File: src/rtl/game_level_fsm.sv
// rtl/game_level_fsm.sv - level progression FSM for a number-guessing game
module game_level_fsm #(
   parameter int LEVELS           = 3,
   parameter int TIMER_W          = 7,
   parameter int TIMER_STEP       = 30,
   parameter int GUESS_W          = 3,
   parameter int GUESS_BASE       = 3,
   parameter int ROUND_W          = 3,
   parameter int ROUNDS_PER_LEVEL = 4
) (
   input  logic               clk,
   input  logic               reset,
   input  logic               key3,
   input  logic [GUESS_W-1:0] guess,
   input  logic [ROUND_W-1:0] round,
   input  logic [TIMER_W-1:0] timer,
   output logic [TIMER_W-1:0] Max_timer,
   output logic [GUESS_W-1:0] Max_guess,
   output logic [2:0]         Max_digit,
   output logic [2:0]         level,
   output logic [1:0]         state,
   output logic               level_clear,
   output logic [2:0]         best
);

   typedef enum logic [1:0] {
      ST_PLAY  = 2'd0,
      ST_CLEAR = 2'd1,
      ST_WIN   = 2'd2,
      ST_OVER  = 2'd3
   } state_t;

   localparam logic [2:0] LAST_LEVEL = 3'(LEVELS - 1);
   localparam logic [2:0] LEVELS_CNT = 3'(LEVELS);

   // Per-level limits, truncated to the output port widths.
   function automatic logic [TIMER_W-1:0] f_max_timer(input logic [2:0] lvl);
      f_max_timer = TIMER_W'(TIMER_STEP * (int'(lvl) + 1));
   endfunction

   function automatic logic [GUESS_W-1:0] f_max_guess(input logic [2:0] lvl);
      f_max_guess = GUESS_W'(GUESS_BASE + int'(lvl));
   endfunction

   function automatic logic [2:0] f_max_digit(input logic [2:0] lvl);
      f_max_digit = 3'(int'(lvl) + 1);
   endfunction

   state_t             r_state;
   logic [2:0]         r_level;
   logic [2:0]         r_best;
   logic               r_level_clear;
   logic               r_key3_q;
   logic [TIMER_W-1:0] r_max_timer;
   logic [GUESS_W-1:0] r_max_guess;
   logic [2:0]         r_max_digit;

   logic               w_restart;
   logic [GUESS_W-1:0] w_guess_lim;
   logic               w_lose;
   logic               w_advance;
   state_t             w_state_nxt;
   logic [2:0]         w_level_nxt;
   logic [2:0]         w_best_nxt;

   // Play-phase conditions: restart is the rising edge of key3, lose outranks advance.
   always_comb begin
      w_restart   = key3 & ~r_key3_q;
      w_guess_lim = f_max_guess(r_level);
      w_lose      = (timer == '0) || (guess > w_guess_lim);
      w_advance   = (timer != '0) && (guess <= w_guess_lim) &&
                    (int'(round) >= ROUNDS_PER_LEVEL);
   end

   // Next-state selection; restart overrides every state and condition.
   always_comb begin
      w_state_nxt = r_state;
      w_level_nxt = r_level;
      w_best_nxt  = r_best;
      if (w_restart) begin
         w_state_nxt = ST_PLAY;
         w_level_nxt = 3'd0;
      end else begin
         case (r_state)
            ST_PLAY: begin
               if (r_level > LAST_LEVEL) begin
                  // a level outside the configured range can only come from upset state
                  w_state_nxt = ST_PLAY;
                  w_level_nxt = 3'd0;
               end else if (w_lose) begin
                  w_state_nxt = ST_OVER;
                  if (r_level > r_best) begin
                     w_best_nxt = r_level;
                  end
               end else if (w_advance) begin
                  if (r_level < LAST_LEVEL) begin
                     w_state_nxt = ST_CLEAR;
                     w_level_nxt = r_level + 3'd1;
                  end else begin
                     w_state_nxt = ST_WIN;
                     w_best_nxt  = LEVELS_CNT;
                  end
               end
            end
            ST_CLEAR: begin
               // one-cycle pause so the game counters can be cleared; inputs ignored
               w_state_nxt = ST_PLAY;
               if (r_level > LAST_LEVEL) begin
                  w_level_nxt = 3'd0;
               end
            end
            ST_WIN, ST_OVER: begin
               w_state_nxt = r_state;
            end
            default: begin
               w_state_nxt = ST_PLAY;
               w_level_nxt = 3'd0;
            end
         endcase
      end
   end

   // State register with outputs registered from the next state, so every output is a flop.
   always_ff @(posedge clk or posedge reset) begin
      if (reset) begin
         r_state       <= ST_PLAY;
         r_level       <= 3'd0;
         r_best        <= 3'd0;
         r_level_clear <= 1'b0;
         r_key3_q      <= 1'b0;
         r_max_timer   <= f_max_timer(3'd0);
         r_max_guess   <= f_max_guess(3'd0);
         r_max_digit   <= f_max_digit(3'd0);
      end else begin
         r_state       <= w_state_nxt;
         r_level       <= w_level_nxt;
         r_best        <= w_best_nxt;
         r_level_clear <= (w_state_nxt == ST_CLEAR);
         r_key3_q      <= key3;
         if ((w_state_nxt == ST_WIN) || (w_state_nxt == ST_OVER)) begin
            r_max_timer <= '0;
            r_max_guess <= '0;
            r_max_digit <= 3'd0;
         end else begin
            r_max_timer <= f_max_timer(w_level_nxt);
            r_max_guess <= f_max_guess(w_level_nxt);
            r_max_digit <= f_max_digit(w_level_nxt);
         end
      end
   end

   assign Max_timer   = r_max_timer;
   assign Max_guess   = r_max_guess;
   assign Max_digit   = r_max_digit;
   assign level       = r_level;
   assign state       = r_state;
   assign level_clear = r_level_clear;
   assign best        = r_best;

endmodule

File: config.mk
export PLATFORM = sky130hd
export DESIGN_NAME = game_level_fsm
export DESIGN_NICKNAME = d
export VERILOG_FILES = /design/src/rtl/game_level_fsm.sv
export SDC_FILE = /design/constraint.sdc
export NUM_CORES = 1
export LEC_CHECK = 0
export BUFFER_PORTS_ARGS = -buffer_cell sky130_fd_sc_hd__buf_2
export CAP_MARGIN = 15
export CORE_MARGIN = 2
export CORE_UTILIZATION = 52
export DETAILED_ROUTE_END_ITERATION = 8
export PLACE_DENSITY = 0.86
export REMOVE_ABC_BUFFERS = 1
export SKIP_CTS_REPAIR_TIMING = 1
export SLEW_MARGIN = 20
export SYNTH_ARGS = -nofsm -noshare
export SYNTH_HDL_FRONTEND = slang
export SYNTH_SLANG_ARGS = --single-unit
File: constraint.sdc
create_clock -name clk -period 5.5 [get_ports clk]
set_clock_uncertainty 0.1 [all_clocks]
set_input_delay 0.275 -clock clk [delete_from_list [all_inputs] [get_ports clk]]
set_output_delay 0.275 -clock clk [all_outputs]
set_load 0.02 [all_outputs]
# Yosys cells after proc, flatten, opt, wreduce, memory -nomap -nowiden
# Cells that the tools add are included.
# Widths: inputs -> output; s select.
dict set report totals {
  reg_bits 23
  inputBits 16
  out_inout_bits 22
}
dict set report classes {
  addsub 4
  n_mul 1
  order_cmp 6
  eq_ne 8
  mux 20
  bitwise 4
  reduce_logical 10
}
# cell count
set ops {}
lappend ops {{$mux 3} 12}
lappend ops {{$mul 5x32->6 const A} 1}
lappend ops {{$mux 2} 5}
lappend ops {{$eq 2x2->1 const B} 4}
lappend ops {{$logic_not 7->1} 1}
lappend ops {{$mux 7} 1}
lappend ops {{$reduce_bool 7->1} 1}
lappend ops {{$add 2x3->3 const A} 2}
lappend ops {{$gt 3x3->1} 2}
lappend ops {{$pmux 2 s3} 1}
lappend ops {{$pmux 3 s2} 1}
lappend ops {{$reduce_and 6->1} 1}
lappend ops {{$add 3x1->4 const B} 1}
lappend ops {{$eq 2x1->1 const B} 2}
lappend ops {{$add 3x1->3 const B} 1}
lappend ops {{$ge 3x3->1 const B} 1}
lappend ops {{$gt 3x2->1 const B} 1}
lappend ops {{$le 3x3->1} 1}
lappend ops {{$lt 3x2->1 const B} 1}
lappend ops {{$not 1->1} 3}
lappend ops {{$logic_and 1x1->1} 2}
lappend ops {{$logic_not 2->1} 1}
lappend ops {{$logic_or 1x1->1} 2}
lappend ops {{$ne 2x1->1 const B} 1}
lappend ops {{4 further kinds} 4}

# Depth between registers and ports, before layout
# Gate-level depths: netlist (run 1).
dict set report depth {
  word_depth 12
  depth_mapped 20
  mapped_depth_nobuf 20
}

# Worst setup path after synthesis (run 1)
# Ideal clock, no wire load.
dict set report synth_timing {
  kind {register to register}
  start {register r_level[1], in the netlist level[1]}
  end {register r_max_timer[5], in the netlist Max_timer[5]}
  setup_ns 0.079
  arrival_time_ns 4.424
  slack_ns 0.897
  path_stages_with_launch 21
  path_buffers 0
  cell_sequence {dfrtp_1 > inv_1 > ha_1 > xor2_1 > ha_1 > nand3_1 > o21ai_1 > o21ai_2 > o32a_1 > inv_1 > ha_1 > xor2_2 > ha_1 > inv_1 > fa_1 > fa_1 > xor2_1 > xnor2_1 > xnor2_1 > or2_0 > mux2i_1}
}
dict set report synth_between {
  elab_chain_len 12
  elab_cells_between_ends 28
  classes_between {3 x add/sub; 1 x mul; 4 x order compare; 2 x eq/ne; 14 x mux; 4 x reduce/logical}
}
# item line
set synth_rtl {}
lappend synth_rtl {{start, declared} 50} ;# logic [2:0] r_level;
lappend synth_rtl {{start signal, assigned} 136} ;# r_level <= w_level_nxt;
lappend synth_rtl {{$add 2x3->3} 42} ;# f_max_guess = GUESS_W'(GUESS_BASE + int'(lvl));
lappend synth_rtl {{$le 3x3->1} 71} ;# w_advance = (timer != '0) && (guess <= w_guess_lim) &&
lappend synth_rtl {{$logic_and 1x1->1 (2 in series)} 71}
lappend synth_rtl {{$mux 3} 95} ;# end else if (w_advance) begin
lappend synth_rtl {{$mux 3} 90} ;# end else if (w_lose) begin
lappend synth_rtl {{$mux 3} 86} ;# if (r_level > LAST_LEVEL) begin
lappend synth_rtl {{$pmux 3 s2 *} 84} ;# case (r_state)
lappend synth_rtl {{$mux 3 *} 80} ;# if (w_restart) begin
lappend synth_rtl {{via w_level_nxt[1]} 63} ;# logic [2:0] w_level_nxt;
lappend synth_rtl {{$add 3x1->4 *} n/a}
lappend synth_rtl {{$mul 5x32->6 *} 38} ;# f_max_timer = TIMER_W'(TIMER_STEP * (int'(lvl) + 1));
lappend synth_rtl {{$mux 7 *} 140} ;# if ((w_state_nxt == ST_WIN) || (w_state_nxt == ST_OVER)) begin
lappend synth_rtl {{end signal, assigned} 131} ;# r_max_timer <= f_max_timer(3'd0);
lappend synth_rtl {{end signal, assigned} 145} ;# r_max_timer <= f_max_timer(w_level_nxt);
lappend synth_rtl {{end, declared} 54} ;# logic [TIMER_W-1:0] r_max_timer;
# Mark *: on every way through the listed nets, which the timed path passes. The rest lies on a longest branch.
# A chain may end at the register's enable or synchronous reset.

# Worst setup path after layout (run 1)
# Ends and elaborated chain as after synthesis.

==> flow_summary.yaml, run 1 <==
status:
  status: "finished with violations"
  violations: "hold timing"
detailed_routing:
  wl_met3_um: 156
  routed_via_density: 5.46
  drcViolationCount: 0
  wire_per_inst_um: 13.3
  finalWirelength_mm: 2.67
  drtAntennaViolNets: 0
  first_pass_iters: 4
  drt-met1-wl_mm: 1.04
  drt-initial-drc-count: 34
  met2_length_mm: 1.39
  num_vias: 1091
  top_layer: "met4"
floorplan:
  ioPinCount: 38
  die_area_mm2: 0.00306
  initial_core_util: 0.553
  row_count: 18
  die_w_um: 55.3
  core_area_mm2: 0.00248
  die_h_um: 55.3
setup_path:
  path_cells: "inv_1 -> ha_1 -> ha_1 -> a211oi_2 -> o211ai_1 -> mux2_4 -> nor2_2 -> ha_1 -> xor2_2 -> ha_1 -> inv_1 -> fa_1 -> fa_1 -> xor2_1 -> xnor2_1 -> xnor2_1 -> or2_0 -> mux2i_1"
  slowest_delay_ns: 0.58
  path_class: "reg -> reg"
  cp_data_arrival_time_ns: 5.02
  worstPathMaxFanout: 10
  cp.required_ns: 5.62
  cp-start-kind: "flip-flop"
  cp_common_cell: "ha_1"
  crit_slowest_cell: "dfrtp_1"
  cp-end-kind: "flip-flop"
placed_design:
  port_buffers: 34
  place_congestion: 0.881
  hpwl_mm: 2.14
  dpl.cell_count: 195
  place_ws_ns: 0.607
timing:
  worstMarginPinSlew_ns: 0.718
  fin_crit_ns: 4.90
  drv_slew: 0
  rsz0062_at_grt: "false"
  setup_ws_ns: 0.597
  timing.final.hold_violations: 15
  relSlewSlack: 0.521
  fin_tns_setup_ns: 0
  finalCritPeriodShare: 0.891
  setup_viol: 0
  timing.hold.ws_ns: -0.0202
  fmax_mhz: 204
pwr:
  p_leak_nw: 0.795
  powerDensity_mw_per_mm2: 561
  power.share.switching: 0.478
  p_sw_mw: 0.422
  internal_power_mw: 0.460
  vdd_ir_drop_max_mv: 0.369
  p_comb_frac: 0.625
  clkPwrFrac: 0.078
  seq_power_share: 0.296
finish:
  final_layout_size_suffix_gt1_frac: 0.329
  syn_to_final_growth_pct: 14.7
  antenna_cells: 0
  regArea_um2: 507
  fin_nets: 203
  final_cell_count_no_fill: 200
  multi_input_area_um2: 746
  nFillCells: 205
clock_network:
  cts-root-buf: "clkbuf_4"
  cts.path.max_buffers: 2
  clk_pin_slew_ns: 0.11
  htreeDepth: 1
  numCtsBuffers: 3
  clk_latency_ns: 0.29
  cts_tree: "done"
  cts_sinks: 20
logic_synthesis:
  synthCells: 136
  ys_warn_count: 0
  synth_top_area_share: 0.274
  synthArstFlopShare: 1.00
  synth_area_leaders: "dfrtp_1 (27%), ha_1 (13%), dfstp_2 (9.6%)"
  synth-main-ff-cell: "dfrtp_1"
  yosysSeqAreaShare: 0.370
  synth_area_leader_cell: "dfrtp_1"
  yosysUniqueCellTypes: 43
  synth_area_per_cell_um2: 10.1
  synth_edf_count: 0
  syn_area_mm2: 0.00137
  synth_seq_cells: 20
grt:
  antenna_found_initial: 0
  grt_util_all_layers: 0.187
  grt_remaining_overflow: 0
  grt_pass1_wl_mm: 4.61
  grt_pass1_vias: 1106
  grt_max_degree: 21
hold_path:
  hold_path.class: "in -> async"
run:
  drv_cap: 0
## critical path, delay by kind of cell, from the launching register on
kind	cells	cell delay, ns
adder cells (fa/ha/maj)	6	2.00
AO/OA/AOI/OAI	2	0.44
multiplexers	2	0.48
XOR/XNOR	4	0.65
AND/OR/NAND/NOR	2	0.37
buffers and inverters	2	0.22
flip-flops	1	0.58
## flip-flops by register name, indices dropped and copies added (netlist names)
name         cells
state            2
level            3
Max_timer        5
r_key3_q         1
Max_guess        2
best             3
Max_digit        3
level_clear      1
## layout make-up
type                            instances  share of cell area
Tap cell                               30              0.0239
Sequential cell                        20               0.322
Multi-Input combinational cell         92               0.475
Inverter                               18              0.0430
Timing Repair Buffer                   36               0.119
Clock buffer                            4              0.0167
## stage by stage
| step | hold slack, ns | area (µm²) | power [mW] | util |
|---|---|---|---|---|
| 2_1_floorplan | 0.135 | 1320 | 0.658 | - |
| 3_3_place_gp | 0.307 | 1540 | 0.781 | 0.620 |
| 3_5_place_dp | 0.310 | 1540 | 0.814 | 0.620 |
| 4_1_cts | -0.00196 | 1560 | 0.886 | 0.630 |
| 5_1_grt | 0.0223 | 1570 | 0.960 | 0.634 |
| 6_report | -0.0202 | 1570 | 0.882 | 0.634 |
## cell usage in the layout (no fill, tap or decap), drive strengths merged, types with 5 or more instances in the layout
cell type | netlist | final
ha | 14 | 14
dfstp | 5 | 5
nand2 | 6 | 6
nor2b | 6 | 6
dfrtp | 15 | 15
buf | 6 | 35
o21ai | 9 | 9
inv | 18 | 18
nor2 | 13 | 13
## power groups by stage
| stage | Sequential (mW) | Combinational (mW) | Clock [mW] |
|---|---|---|---|
| finish | 0.262 | 0.552 | 0.0691 |
| global placement | 0.257 | 0.523 | 0 |
| detailed placement | 0.263 | 0.551 | 0 |
| global route | 0.269 | 0.609 | 0.0820 |
| floorplan | 0.335 | 0.323 | 0 |
| CTS | 0.260 | 0.554 | 0.0718 |
## layer usage
| metal | vias up | global-route usage |
|---|---|---|
| li1 | 518 | - |
| met1 | 522 | 0.214 |
| met2 | 43 | 0.335 |
| met3 | 8 | 0.0468 |
| met4 | 0 | 0.0697 |
| met5 | - | 0 |
## cells by family (layout without fill, tap and decap cells)
family / Yosys count / in the layout / synth area share
flip-flops: 20 / 20 / 0.370
adder cells (fa/ha/maj): 16 / 16 / 0.157
multiplexers: 2 / 2 / 0.0183
AO/OA/AOI/OAI: 24 / 24 / 0.132
buffers and inverters: 24 / 58 / 0.0858
AND/OR/NAND/NOR: 41 / 41 / 0.177
XOR/XNOR: 8 / 8 / 0.0566
other: 1 / 1 / 0.00274
## worst paths after layout
| check | from | endpoint | slack, ns | cells after the start |
|---|---|---|---|---|
| setup reg to reg | level[1] | Max_timer[5] | 0.60 | 18 |
| setup / recovery | level[1] | Max_timer[5] | 0.60 | 18 |
| hold reg to reg | best[2] | best[2] | 0.45 | 2 |
| max in group asynchronous | reset | r_key3_q | 4.86 | 2 |
| min in group clk | round[2] | best[2] | 0.37 | 4 |
| hold / removal | reset | best[0] | -0.02 | 2 |
## cells in the mapped netlist (2+ instances only)
| master | n |
|---|---|
| a21oi_1 | 4 |
| and2_1 | 2 |
| buf_4 | 3 |
| buf_6 | 2 |
| dfrtp_1 | 15 |
| dfstp_2 | 5 |
| fa_1 | 2 |
| ha_1 | 14 |
| inv_1 | 18 |
| nand2_1 | 6 |
| nand3_1 | 3 |
| nor2_1 | 12 |
| nor2b_1 | 4 |
| nor2b_2 | 2 |
| nor3_1 | 2 |
| nor3b_2 | 2 |
| o211ai_1 | 2 |
| o21ai_0 | 5 |
| o21ai_2 | 2 |
| o22ai_1 | 2 |
| o32a_1 | 2 |
| xnor2_1 | 4 |
| xor2_1 | 3 |
No activity file was read; power rests on OpenSTA's default activity.
==> run 2, diff against run 1 <==
==> constraint.sdc (replaced) <==
create_clock -name clk -period 5.5 [get_ports clk]
set_clock_uncertainty 0.1 [all_clocks]
set_input_delay 0.825 -clock clk [delete_from_list [all_inputs] [get_ports clk]]
set_output_delay 0.825 -clock clk [all_outputs]
set_load 0.02 [all_outputs]
==> run 2 against run 1 <==
Net effect: the flow now finishes without violations; critical path depth unchanged; first-iteration DRC count down 38%; hold slack better by 0.47 ns; maximum frequency about the same; routed wire length down 0.64%; design area down 0.64%; critical path type unchanged; largest cell class unchanged; highest routed layer unchanged.
==> flow_summary.yaml, run 2 (synthesized netlist as in run 1, its figures left out) <==
timing:
  rsz0062_at_grt: "false"
  worstMarginPinSlew_ns: 0.718
  fin_tns_setup_ns: 0
  finalCritPeriodShare: 0.891
  drv_slew: 0
  setup_viol: 0
  fmax_mhz: 204
  fin_crit_ns: 4.90
  timing.hold.ws_ns: 0.445
  timing.final.hold_violations: 0
  relSlewSlack: 0.521
  setup_ws_ns: 0.600
grt:
  grt_pass1_wl_mm: 4.61
  grt_util_all_layers: 0.187
  antenna_found_initial: 0
  grt_remaining_overflow: 0
  grt_max_degree: 21
  grt_pass1_vias: 1106
clock_network:
  cts_sinks: 20
  cts-root-buf: "clkbuf_4"
  cts_tree: "done"
  htreeDepth: 1
  cts.path.max_buffers: 2
  clk_latency_ns: 0.29
  numCtsBuffers: 3
  clk_pin_slew_ns: 0.10
detailed_routing:
  wire_per_inst_um: 13.3
  finalWirelength_mm: 2.65
  drcViolationCount: 0
  first_pass_iters: 4
  drtAntennaViolNets: 0
  num_vias: 1085
  routed_via_density: 5.45
  drt-initial-drc-count: 21
placed_design:
  place_ws_ns: 0.607
  hpwl_mm: 2.14
  port_buffers: 34
  place_area_mm2: 0.00154
  dpl.cell_count: 195
  place_congestion: 0.886
floorplan:
  die_h_um: 55.3
  initial_core_util: 0.553
  core_area_mm2: 0.00248
  die_area_mm2: 0.00306
  ioPinCount: 38
  die_w_um: 55.3
  row_count: 18
status:
  status: "finished, final reports clean"
finish:
  fin_nets: 202
  regArea_um2: 507
  layout_common_cells: "buf_2 (34), inv_1 (18), dfrtp_1 (15), ha_1 (14), nor2_1 (12)"
  final_util: 0.630
  largest_reg_flops: 5
  nFillCells: 205
  antenna_cells: 0
  postLayoutCellArea_mm2: 0.00156
  multi_input_area_um2: 746
  syn_to_final_growth_pct: 14.0
  final_cell_count_no_fill: 199
  final_layout_size_suffix_gt1_frac: 0.331
  mostFrequentLayoutCell: "buf_2"
setup_path:
  path_class: "reg -> reg"
  worstPathMaxFanout: 10
  cp-end-kind: "flip-flop"
  reg2reg_setup_slack_ns: 0.60
  r2r_cells: 18
  cp-start-kind: "flip-flop"
  rr_startpoint: "level[1]"
  cp.required_ns: 5.62
  r2r-end: "Max_timer[5]"
  cp_data_arrival_time_ns: 5.02
pwr:
  p_leak_nw: 0.791
  powerDensity_mw_per_mm2: 564
  finalPower_mw: 0.881
  vdd_ir_drop_max_mv: 0.369
hold_path:
  hp-start: "best[2]"
  hold_depth: 2
  hold_path.class: "reg -> reg"
  worstHoldEndpoint: "best[2]"
run:
  drv_cap: 0
run 2: cell types whose count changed in the layout (fill, tap and decap cells not counted):
| cell | previous run | this run |
|---|---|---|
| dlygate4sd3_1 | 1 | 0 |
run 2: critical path, stage by stage (launching register included):
cell,delay [ns]
dfrtp_1,0.57
inv_1,0.15
ha_1,0.33
ha_1,0.32
a211oi_2,0.28
o211ai_1,0.16
mux2_4,0.35
nor2_2,0.17
ha_1,0.27
xor2_2,0.17
ha_1,0.27
inv_1,0.07
fa_1,0.42
fa_1,0.39
xor2_1,0.16
xnor2_1,0.20
xnor2_1,0.12
or2_0,0.20
mux2i_1,0.13
run 2: layout make-up:
| cell class | count | area share |
|---|---|---|
| Timing Repair Buffer | 35 | 0.114 |
| Tap cell | 30 | 0.0240 |
| Multi-Input combinational cell | 92 | 0.478 |
| Clock buffer | 4 | 0.0168 |
| Inverter | 18 | 0.0433 |
| Sequential cell | 20 | 0.325 |
run 2: worst max-delay path by stage:
stage / end / startpoint / cells after the start
5_1_grt: Max_timer[5] / level[1] / 18
6_report: Max_timer[5] / level[1] / 18
2_1_floorplan: Max_timer[5] / level[1] / 20
4_1_cts: Max_timer[5] / level[1] / 18
3_3_place_gp: Max_timer[5] / level[1] / 18
3_5_place_dp: Max_timer[5] / level[1] / 18
run 2: power by group:
group          total, mW  switching (mW)  internal, mW  leakage, nW
clock             0.0685          0.0404        0.0282       0.0150
combinational      0.551           0.335         0.216        0.526
sequential         0.261          0.0452         0.216        0.250
total              0.881           0.421         0.460        0.791
run 2: layer usage:
metal / routed length, µm / GRT usage
met1: 1030 / 0.214
met2: 1390 / 0.335
met3: 149 / 0.0468
met4: 77 / 0.0697
met5: 0 / 0
==> run 3, diff against run 2 <==
ABC_AREA = 1   (was unset)
==> run 3 against run 2 <==
Net effect: via count rose by 7.6%; critical path type unchanged; global-route usage rose by 0.073 points; first-iteration DRC count rose by 19%; synthesized area grew 3.8%; critical path depth grew 9; total power up 21%; maximum frequency is 0.67% higher; routed wire length fell by 2.3%; critical endpoint unchanged; sequential cell count unchanged; sequential share of layout area is 1.9 points lower; clock power is 72% higher; hold slack got worse by 0.0011 ns.
==> flow_summary.yaml, run 3 <==
pwr:
  power.share.switching: 0.501
  seq_power_share: 0.239
  p_sw_mw: 0.534
  finalPower_mw: 1.07
  p_comb_frac: 0.651
  internal_power_mw: 0.532
  p_leak_nw: 0.929
  vdd_ir_drop_max_mv: 0.468
  clkPwrFrac: 0.111
  powerDensity_mw_per_mm2: 642
finish:
  mostFrequentLayoutCell: "buf_2"
  layout_common_cells: "buf_2 (34), inv_1 (30), nand2_1 (28), nor2_1 (16), dfrtp_1 (15)"
  antenna_cells: 0
  syn_to_final_growth_pct: 16.7
  nFillCells: 213
  fin_nets: 241
  regArea_um2: 507
  multi_input_area_um2: 761
  largest_reg_flops: 5
  final_layout_size_suffix_gt1_frac: 0.317
grt:
  grt_pass1_wl_mm: 4.66
  antenna_found_initial: 0
  grt_remaining_overflow: 0
  grt_pass1_vias: 1117
  grt_max_degree: 21
  grt_util_all_layers: 0.188
setup_path:
  worstPathMaxFanout: 6
  cp-end-kind: "flip-flop"
  cp-start-kind: "flip-flop"
  path_class: "reg -> reg"
  rr_startpoint: "level[0]"
  endpoint: "Max_timer[5]"
  r2r-end: "Max_timer[5]"
  critPathLaunch: "level[0]"
  cp.required_ns: 5.64
  cp_data_arrival_time_ns: 5.00
  r2r_cells: 27
  reg2reg_setup_slack_ns: 0.63
floorplan:
  ioPinCount: 38
  die_h_um: 56.3
  die_area_mm2: 0.00317
  row_count: 18
  core_area_mm2: 0.00254
  initial_core_util: 0.559
  die_w_um: 56.3
logic_synthesis:
  synthArstFlopShare: 1.00
  yosysMostFrequentCell: "inv_1"
  yosysUniqueCellTypes: 28
  synthCells: 173
  yosysSeqAreaShare: 0.356
  synth_seq_cells: 20
  synth_area_leader_cell: "dfrtp_1"
  synth_edf_count: 0
  synth_commonest_cells: "inv_1 (30), nand2_1 (28), nor2_1 (16), dfrtp_1 (15), ha_1 (14)"
  synth_area_per_cell_um2: 8.22
  synth_area_leaders: "dfrtp_1 (26%), ha_1 (12%), dfstp_2 (9.2%)"
  ys_warn_count: 0
  syn_area_mm2: 0.00142
  synth-main-ff-cell: "dfrtp_1"
  synth_top_area_share: 0.264
clock_network:
  clk_latency_ns: 0.30
  clk_pin_slew_ns: 0.11
  cts.path.max_buffers: 2
  numCtsBuffers: 3
  cts_sinks: 20
  cts_tree: "done"
  cts-root-buf: "clkbuf_4"
  htreeDepth: 1
placed_design:
  place_congestion: 0.806
  hpwl_mm: 2.05
  port_buffers: 34
hold_path:
  hold_path.class: "reg -> reg"
timing:
  relSlewSlack: 0.515
  fmax_mhz: 205
  finalCritPeriodShare: 0.885
  worstMarginPinSlew_ns: 0.726
  fin_tns_setup_ns: 0
  timing.final.hold_violations: 0
  timing.hold.ws_ns: 0.444
  setup_viol: 0
  rsz0062_at_grt: "false"
  fin_crit_ns: 4.87
  drv_slew: 0
detailed_routing:
  num_vias: 1167
  routed_via_density: 4.90
  first_pass_iters: 4
  finalWirelength_mm: 2.59
  drtAntennaViolNets: 0
  drt-initial-drc-count: 25
  drcViolationCount: 0
  wire_per_inst_um: 10.9
status:
  status: "finished, final reports clean"
run:
  drv_cap: 0
## run 3: layout make-up
type,count,share of cell area
Multi-Input combinational cell,116,0.458
Clock inverter,1,0.0181
Sequential cell,20,0.305
Clock buffer,3,0.0136
Timing Repair Buffer,34,0.102
Inverter,34,0.0799
Tap cell,30,0.0226
## run 3: kinds of logic after synthesis
family	synth area share
simple gates	0.284
buf+inv	0.109
flops	0.356
compound gates	0.0721
fa+ha+maj	0.151
xor+xnor	0.0246
other cells	0.00264
## run 3: power groups by stage
stage	clock network (mW)	registers, mW	logic [mW]
floorplan	0	0.333	0.458
global placement	0	0.257	0.674
detailed placement	0	0.257	0.691
CTS	0.120	0.255	0.700
global route	0.127	0.261	0.789
finish	0.118	0.254	0.693
## run 3: stage by stage
stage                     cells  area, µm²  utilization  setup slack [ns]
after floorplan             170       1400            -              1.04
after global placement      234       1610        0.632             0.779
after detailed placement    234       1610        0.632             0.707
after CTS                   238       1660        0.652             0.598
after global routing        238       1660        0.652             0.221
final                       238       1660        0.652             0.633
## run 3: metal layers
metal,track usage,part of all wire,vias up
met2,0.316,0.48,31
met4,0.0714,0.020,0
li1,-,-,610
met5,0,0,-
met1,0.230,0.45,518
met3,0.0507,0.053,8
## run 3: worst max-delay path, cell delays in order (launching register included)
cell	delay (ns)
dfrtp_1	0.47
inv_1	0.15
ha_1	0.23
xor2_1	0.14
ha_1	0.31
a21oi_1	0.14
nand2_1	0.08
nand2_2	0.09
nand4_1	0.08
nand2_1	0.11
nand2_1	0.06
o21ai_1	0.30
ha_1	0.31
inv_1	0.08
nand2_2	0.08
nand2_1	0.07
ha_1	0.31
inv_1	0.08
fa_1	0.43
fa_1	0.38
xor2_1	0.16
xnor2_1	0.17
inv_1	0.06
nand3_1	0.08
nand2_1	0.10
nand3_2	0.09
nand2_1	0.06
nor2_1	0.09
## run 3: worst min path at each step
| stage | from | endpoint | slack, ns | depth (start not counted) |
|---|---|---|---|---|
| after floorplan | best[2] | best[2] | 0.51 | 2 |
| after global routing | best[2] | best[2] | 0.50 | 2 |
| after CTS | best[0] | best[0] | 0.45 | 2 |
| after global placement | best[0] | best[0] | 0.41 | 2 |
| final | best[1] | best[1] | 0.44 | 2 |
| after detailed placement | best[0] | best[0] | 0.43 | 2 |
